$ cat src/rtl/i4001_bank.sv
// Bank of NUM_CHIPS emulated 4001 ROM/I-O chips sharing one ROM read port and one CPU data bus.
// Optional: define I4001_BANK_IOCHG_EN to add per-chip input-change flags on port io_chg.

module i4001_bank_io #(
    parameter logic [3:0] OUT_MASK = 4'h0,
    parameter logic [3:0] INV_MASK = 4'h0,
    parameter logic [3:0] RST_VAL  = 4'h0
) (
    input  logic       sysclk,
    input  logic       poc_n,
    input  logic       clear,
    input  logic       wr_en,
    input  logic [3:0] wr_data,
    input  logic [3:0] pin_in,
    output logic [3:0] pin_out,
    output logic [3:0] rd_data
`ifdef I4001_BANK_IOCHG_EN
    ,
    input  logic       chg_clr,
    output logic       chg
`endif
);
    logic [3:0] lat_q, lat_d, sync1_q, sync2_q;

    always_comb begin
        lat_d = lat_q;
        if (wr_en) lat_d = wr_data & OUT_MASK;
        if (clear) lat_d = RST_VAL & OUT_MASK;
    end

    always_ff @(posedge sysclk) begin
        if (!poc_n) begin
            lat_q   <= RST_VAL & OUT_MASK;
            sync1_q <= 4'h0;
            sync2_q <= 4'h0;
        end else begin
            lat_q   <= lat_d;
            sync1_q <= pin_in;
            sync2_q <= sync1_q;
        end
    end

    assign pin_out = (lat_q ^ INV_MASK) & OUT_MASK;
    // Output pins read back their own latch; input pins read the synchronised pin.
    assign rd_data = (lat_q & OUT_MASK) | ((sync2_q ^ INV_MASK) & ~OUT_MASK);

`ifdef I4001_BANK_IOCHG_EN
    logic [3:0] prev_q;
    logic       chg_q, chg_d;

    always_comb begin
        chg_d = chg_q;
        if (chg_clr) chg_d = 1'b0;
        if (|((sync2_q ^ prev_q) & ~OUT_MASK)) chg_d = 1'b1;
    end

    always_ff @(posedge sysclk) begin
        if (!poc_n) begin
            prev_q <= 4'h0;
            chg_q  <= 1'b0;
        end else begin
            prev_q <= sync2_q;
            chg_q  <= chg_d;
        end
    end

    assign chg = chg_q;
`endif
endmodule

module i4001_bank #(
    parameter int                     NUM_CHIPS = 4,
    parameter int                     BASE_CHIP = 0,
    parameter logic [4*NUM_CHIPS-1:0] IO_OUTPUT = '0,
    parameter logic [4*NUM_CHIPS-1:0] IO_INVERT = '0,
    parameter logic [4*NUM_CHIPS-1:0] IO_RESET  = '0
) (
    input  logic                   sysclk,
    input  logic                   poc_n,
    input  logic                   clk2,
    input  logic                   cmrom,
    input  logic                   a12,
    input  logic                   a22,
    input  logic                   a32,
    input  logic                   m11,
    input  logic                   m12,
    input  logic                   m21,
    input  logic                   m22,
    input  logic                   x21,
    input  logic                   x22,
    input  logic [3:0]             data_in,
    output logic [3:0]             data_out,
    output logic                   data_dir,
    output logic [11:0]            rom_addr,
    input  logic [7:0]             rom_data,
    input  logic [4*NUM_CHIPS-1:0] io_in,
    output logic [4*NUM_CHIPS-1:0] io_out,
    input  logic                   clear
`ifdef I4001_BANK_IOCHG_EN
    ,
    output logic [NUM_CHIPS-1:0]   io_chg
`endif
);
    logic [7:0]  addr_q, addr_d;
    logic        sel_q, sel_d;
    logic [11:0] rom_addr_q, rom_addr_d;
    logic        src_valid_q, src_valid_d;
    logic [3:0]  src_idx_q, src_idx_d;
    logic        rd_pend_q, rd_pend_d, wr_pend_q, wr_pend_d;
    logic [3:0]  dout_q, dout_d, rd_mux;
    logic        ddir_q, ddir_d;
    logic [5:0]  rel;
    logic        in_rng;

    logic [NUM_CHIPS-1:0][3:0] rd_nib;

    // Offset from BASE_CHIP; values below the base wrap far above NUM_CHIPS.
    always_comb begin
        rel         = {2'b00, data_in} - 6'(BASE_CHIP);
        in_rng      = (rel < 6'(NUM_CHIPS));
        addr_d      = addr_q;
        sel_d       = sel_q;
        rom_addr_d  = rom_addr_q;
        src_valid_d = src_valid_q;
        src_idx_d   = src_idx_q;
        rd_pend_d   = rd_pend_q;
        wr_pend_d   = wr_pend_q;
        if (clk2 && a22) addr_d[7:4] = data_in;
        if (clk2 && a32) begin
            sel_d      = cmrom & in_rng;
            rom_addr_d = (cmrom && in_rng) ? {data_in, addr_q} : 12'h000;
        end
        if (clk2 && x22 && cmrom) begin
            src_valid_d = in_rng;
            src_idx_d   = rel[3:0];
        end
        if (clk2 && m22 && cmrom && src_valid_q) begin
            if (data_in == 4'b1010) rd_pend_d = 1'b1;
            if (data_in == 4'b0010) wr_pend_d = 1'b1;
        end
        if (clk2 && a12) begin
            addr_d[3:0] = data_in;
            sel_d       = 1'b0;
            rom_addr_d  = 12'h000;
            rd_pend_d   = 1'b0;
            wr_pend_d   = 1'b0;
        end
    end

    always_comb begin
        rd_mux = 4'h0;
        for (int k = 0; k < NUM_CHIPS; k++)
            if (src_idx_q == 4'(k)) rd_mux = rd_nib[k];
    end

    always_comb begin
        ddir_d = 1'b0;
        dout_d = 4'h0;
        if (sel_q && (m11 || m12)) begin
            ddir_d = 1'b1;
            dout_d = rom_data[7:4];
        end else if (sel_q && (m21 || m22)) begin
            ddir_d = 1'b1;
            dout_d = rom_data[3:0];
        end else if (rd_pend_q && (x21 || x22)) begin
            ddir_d = 1'b1;
            dout_d = rd_mux;
        end
    end

    always_ff @(posedge sysclk) begin
        if (!poc_n) begin
            addr_q      <= 8'h00;
            sel_q       <= 1'b0;
            rom_addr_q  <= 12'h000;
            src_valid_q <= 1'b0;
            src_idx_q   <= 4'h0;
            rd_pend_q   <= 1'b0;
            wr_pend_q   <= 1'b0;
            dout_q      <= 4'h0;
            ddir_q      <= 1'b0;
        end else begin
            addr_q      <= addr_d;
            sel_q       <= sel_d;
            rom_addr_q  <= rom_addr_d;
            src_valid_q <= src_valid_d;
            src_idx_q   <= src_idx_d;
            rd_pend_q   <= rd_pend_d;
            wr_pend_q   <= wr_pend_d;
            dout_q      <= dout_d;
            ddir_q      <= ddir_d;
        end
    end

    for (genvar k = 0; k < NUM_CHIPS; k++) begin : g_chip
        logic wr_en;
        assign wr_en = wr_pend_q & x22 & clk2 & (src_idx_q == 4'(k));

        i4001_bank_io #(
            .OUT_MASK (IO_OUTPUT[4*k +: 4]),
            .INV_MASK (IO_INVERT[4*k +: 4]),
            .RST_VAL  (IO_RESET[4*k +: 4])
        ) u_io (
            .sysclk  (sysclk),
            .poc_n   (poc_n),
            .clear   (clear),
            .wr_en   (wr_en),
            .wr_data (data_in),
            .pin_in  (io_in[4*k +: 4]),
            .pin_out (io_out[4*k +: 4]),
            .rd_data (rd_nib[k])
`ifdef I4001_BANK_IOCHG_EN
            ,
            .chg_clr (rd_pend_q & x22 & clk2 & (src_idx_q == 4'(k))),
            .chg     (io_chg[k])
`endif
        );
    end

    assign data_out = dout_q;
    assign data_dir = ddir_q;
    assign rom_addr = rom_addr_q;
endmodule

$ cat config.mk
export PLATFORM = sky130hd
export DESIGN_NAME = i4001_bank
export DESIGN_NICKNAME = d
export VERILOG_FILES = /design/src/rtl/i4001_bank.sv
export SDC_FILE = /design/constraint.sdc
export NUM_CORES = 1
export LEC_CHECK = 0
export CAP_MARGIN = 20
export CORE_MARGIN = 2
export CORE_UTILIZATION = 45
export DETAILED_ROUTE_END_ITERATION = 10
export PLACE_DENSITY = 0.85
export REMOVE_ABC_BUFFERS = 1
export SYNTH_ARGS = -nofsm -noshare
export SYNTH_HDL_FRONTEND = slang
export SYNTH_SLANG_ARGS = --single-unit
$ cat constraint.sdc
create_clock -name sysclk -period 1.3 [get_ports sysclk]
set_input_delay 0.26 -clock sysclk [delete_from_list [all_inputs] [get_ports sysclk]]
set_output_delay 0.26 -clock sysclk [all_outputs]
set_load 0.02 [all_outputs]
==> out/summary.log <==
[route] DR pass1 iterations 4
[timing] final max-slew violation count 0
[worst_hold_path] min-delay worst type in2reg
[setup_path] number of buffer and inverter stages on the critical path 1
[clock_tree] CTS H-tree depth 3
[setup_path] top cell family by delay on the critical path buffers and inverters
[synth] Cell Area, Synth 2343 sq um
[die] core box area 5075 sq um
[die] chip height 76.17 um
[place] Port Buffer Count 57
[place] global placer's final weighted congestion 0.8433
[timing] Total Neg Setup Slack 0 ps
[timing] worst hold margin 421.4 ps
[global_routing] pin count of the biggest net entering global routing 28
[die] count of standard-cell rows 26
[route] DR vias 1820
[worst_hold_path] worst hold start clk2
[setup_path] reg2reg setup slack 90 ps
[place] placed cell count 379
[setup_path] arrival time worst endpoint 1010 ps
[final_layout] Area Overhead vs Synth 40.95%
[synth] EDFF count, synth 0
[synth] number of different library cells in the post-synthesis netlist 23
[timing] Final Hold Viols 0
[die] floorplan die area 5801 sq um
[worst_hold_path] terminating pin of the worst hold path addr_q[5]
[setup_path] cell breakdown of the critical path dlygate4sd2_1
[synth] number of warning messages in the yosys log 0
[setup_path] Max Fanout on Critical Path 2
[final_layout] Final Cell Area 3303 sq um
[power_and_ir_drop] Leak 1.407 nW
[timing] Final min period 1273 ps
[global_routing] number of global-route vias before repair 1802
[setup_path] Slowest cell on crit path sky130_fd_sc_hd__dlygate4sd2_1
[route] First DRT Iteration DRCs 106
[synth] top cells by area, synth sky130_fd_sc_hd__dfxtp_1 (55%), sky130_fd_sc_hd__and2_1 (8.5%), sky130_fd_sc_hd__buf_4 (5.4%), sky130_fd_sc_hd__mux2_2 (3.8%), sky130_fd_sc_hd__nand2_1 (3.8%)
[clock_tree] number of CTS-inserted buffers 9
[clock_tree] setup repair bufs after CTS 0
[timing] fin worst setup slack 26.79 ps
[setup_path] slowest stage delay, CP 350 ps
[global_routing] All-Layer GR Usage 0.1696
[clock_tree] clock tree from TritonCTS done
[timing] unrepaired setup endpoints after global routing false
[setup_path] logic depth of the worst register-to-register path 3
[clock_tree] number of clock sinks 64
[place] half-perimeter wire length of the detailed placement result 3.442 mm
[outcome] outcome completed
[setup_path] Crit Path Class reg2out
[setup_path] type of destination of the critical path output pin
[synth] cell type with the largest total area after synthesis sky130_fd_sc_hd__dfxtp_1
[final_layout] most frequent standard cell in the layout excluding fill and tap cells sky130_fd_sc_hd__dfxtp_1
[route] Final ANT Viol Nets 0
[power_and_ir_drop] VDD IR-drop max 0.7247 mV
[clock_tree] later-pin clock latency in the skew report 330 ps
[final_layout] antenna diode count 0
[setup_path] data required time of the worst path 1040 ps
[global_routing] first-pass GRT wire length 7.838 mm
[clock_tree] root buffer selected by CTS sky130_fd_sc_hd__clkbuf_8
[die] Initial Utilization 0.4618
[clock_tree] maximum root-to-sink buffer count 2
[global_routing] antenna violations before repair 0
[final_layout] number of nets in the final layout 362
[die] num ports 75
[route] routed length per instance 11.65 um
[synth] #FFs+latches synth 64
[run] total of max-cap violations 0
[clock_tree] CTS Hold Buffers Added 0
[timing] maximum operating frequency 0.7854 GHz
[synth] leading register cell type out of synthesis sky130_fd_sc_hd__dfxtp_1
[die] die span in x 76.17 um
[final_layout] number of fill cells in the layout 415
[final_layout] core occupancy in the finished layout 0.6509
[final_layout] top library cells by usage in the layout, fill and taps aside sky130_fd_sc_hd__dfxtp_1 (63), sky130_fd_sc_hd__clkdlybuf4s50_1 (36), sky130_fd_sc_hd__and2_1 (32)
[setup_path] CP startpoint kind register
[setup_path] start point of the critical path rom_addr[0]
[power_and_ir_drop] power density over cell area 1226 nW/um^2
[timing] final worst-path cycle share 0.9794
[synth] Avg Cell Area, Syn 9.972 sq um
[route] final wirelength 4.589 mm
[final_layout] area taken by flip-flops and latches 1282 sq um
[route] vias per std cell 4.619
[timing] count of endpoints failing setup in the final report 0
[route] DRC Markers 0
[synth] gate count of the mapped netlist 235
[place] setup slack at placement -357.2 ps
[clock_tree] clock-pin slew on the worst setup and hold paths 60 ps
[setup_path] number of cells on the critical path 1
[final_layout] multi-input gate area in the final layout 963.4 sq um
[place] Placed Area 3114 sq um
[final_layout] number of standard cells in the final layout excluding fillers 394
[final_layout] share of final-layout standard cells stronger than drive strength 1 0.1636
[synth] post-synthesis sequential area ratio 0.5467
[global_routing] aggregate global routing overflow 0
[setup_path] launch instance of the worst register-to-register path src_idx_q[0]
[timing] Max Clock Skew 6.164 ps
[worst_hold_path] Min-Delay Path Depth 4
[synth] share of async-settable or async-resettable flops after synthesis 0
[synth] proportion of netlist area held by the largest area contributor 0.5467
[power_and_ir_drop] Power, Total 4.051 mW
[setup_path] terminus of the critical flop-to-flop path data_out[1]
==> what timing repair did <==
item	4_1_cts	5_1_grt
endpoints found under the setup margin	21	17
resized for setup	21	10
gates cloned	0	0
pin swaps	3	5
==> report_power, final <==
part / internal, mW / switching (mW) / total (mW)
combinational: 0.218 / 0.172 / 0.390
clock: 0.925 / 0.687 / 1.61
sequential: 2.03 / 0.0231 / 2.05
total: 3.17 / 0.882 / 4.05
==> cells by family (layout without fill, tap and decap cells) <==
kind of cell	Yosys count	count (layout)	share of synthesized area
and+or+nand+nor	91	91	0.2098
DFF	64	64	0.5467
AOI/OAI and AO/OA	41	41	0.1153
buffers and inverters	26	100	0.07101
muxes	12	12	0.05553
other	1	16	0.001600
==> worst max-delay path by stage <==
stage                              to  slack (ps)
after floorplan           rom_addr[0]          70
after global placement    data_out[0]        -270
after detailed placement  data_out[1]        -360
after CTS                 rom_addr[5]          10
after global routing      data_out[3]           1
final                     rom_addr[0]          30
==> routing by layer <==
metal / track usage / up-vias / part of all wire
met3: 0.04621 / 16 / 0.055
met4: 0.1127 / 0 / 0.040
met2: 0.2830 / 55 / 0.48
met5: 0 / - / 0
met1: 0.1899 / 819 / 0.43
li1: - / 930 / -
==> worst reg2reg max path: cells and delay by family (launching register included) <==
kind            cells  cell delay (ps)
compound gates      2              290
flops               1              440
mux                 1              360
==> layout make-up <==
class / instances / area share
sequential: 64 / 0.3883
multi-input combinational: 160 / 0.2917
clock inverter: 3 / 0.01288
clock buffer: 12 / 0.04394
timing repair buffer: 85 / 0.2367
tap: 70 / 0.02652
==> cell usage after synthesis (5+ instances only) <==
cell type,n
sky130_fd_sc_hd__buf_4,17
sky130_fd_sc_hd__mux2_2,8
sky130_fd_sc_hd__nor2b_1,5
sky130_fd_sc_hd__a22oi_1,10
sky130_fd_sc_hd__o21ai_0,10
sky130_fd_sc_hd__dfxtp_1,64
sky130_fd_sc_hd__and2_1,32
sky130_fd_sc_hd__nand2_1,24
sky130_fd_sc_hd__a21boi_0,8
sky130_fd_sc_hd__nand3_1,9
sky130_fd_sc_hd__a21oi_1,7
sky130_fd_sc_hd__clkbuf_1,5
sky130_fd_sc_hd__nor2_1,15
==> flip-flops by register name, indices dropped and copies added, names as in the netlist <==
name,flops
rd_pend_q,1
g_chip.u_io.rd_data,16
g_chip.u_io.sync1_q,16
src_valid_q,1
data_dir,1
src_idx_q,4
rom_addr,12
data_out,4
sel_q,1
addr_q,8
(Power assumes the default switching activity.)
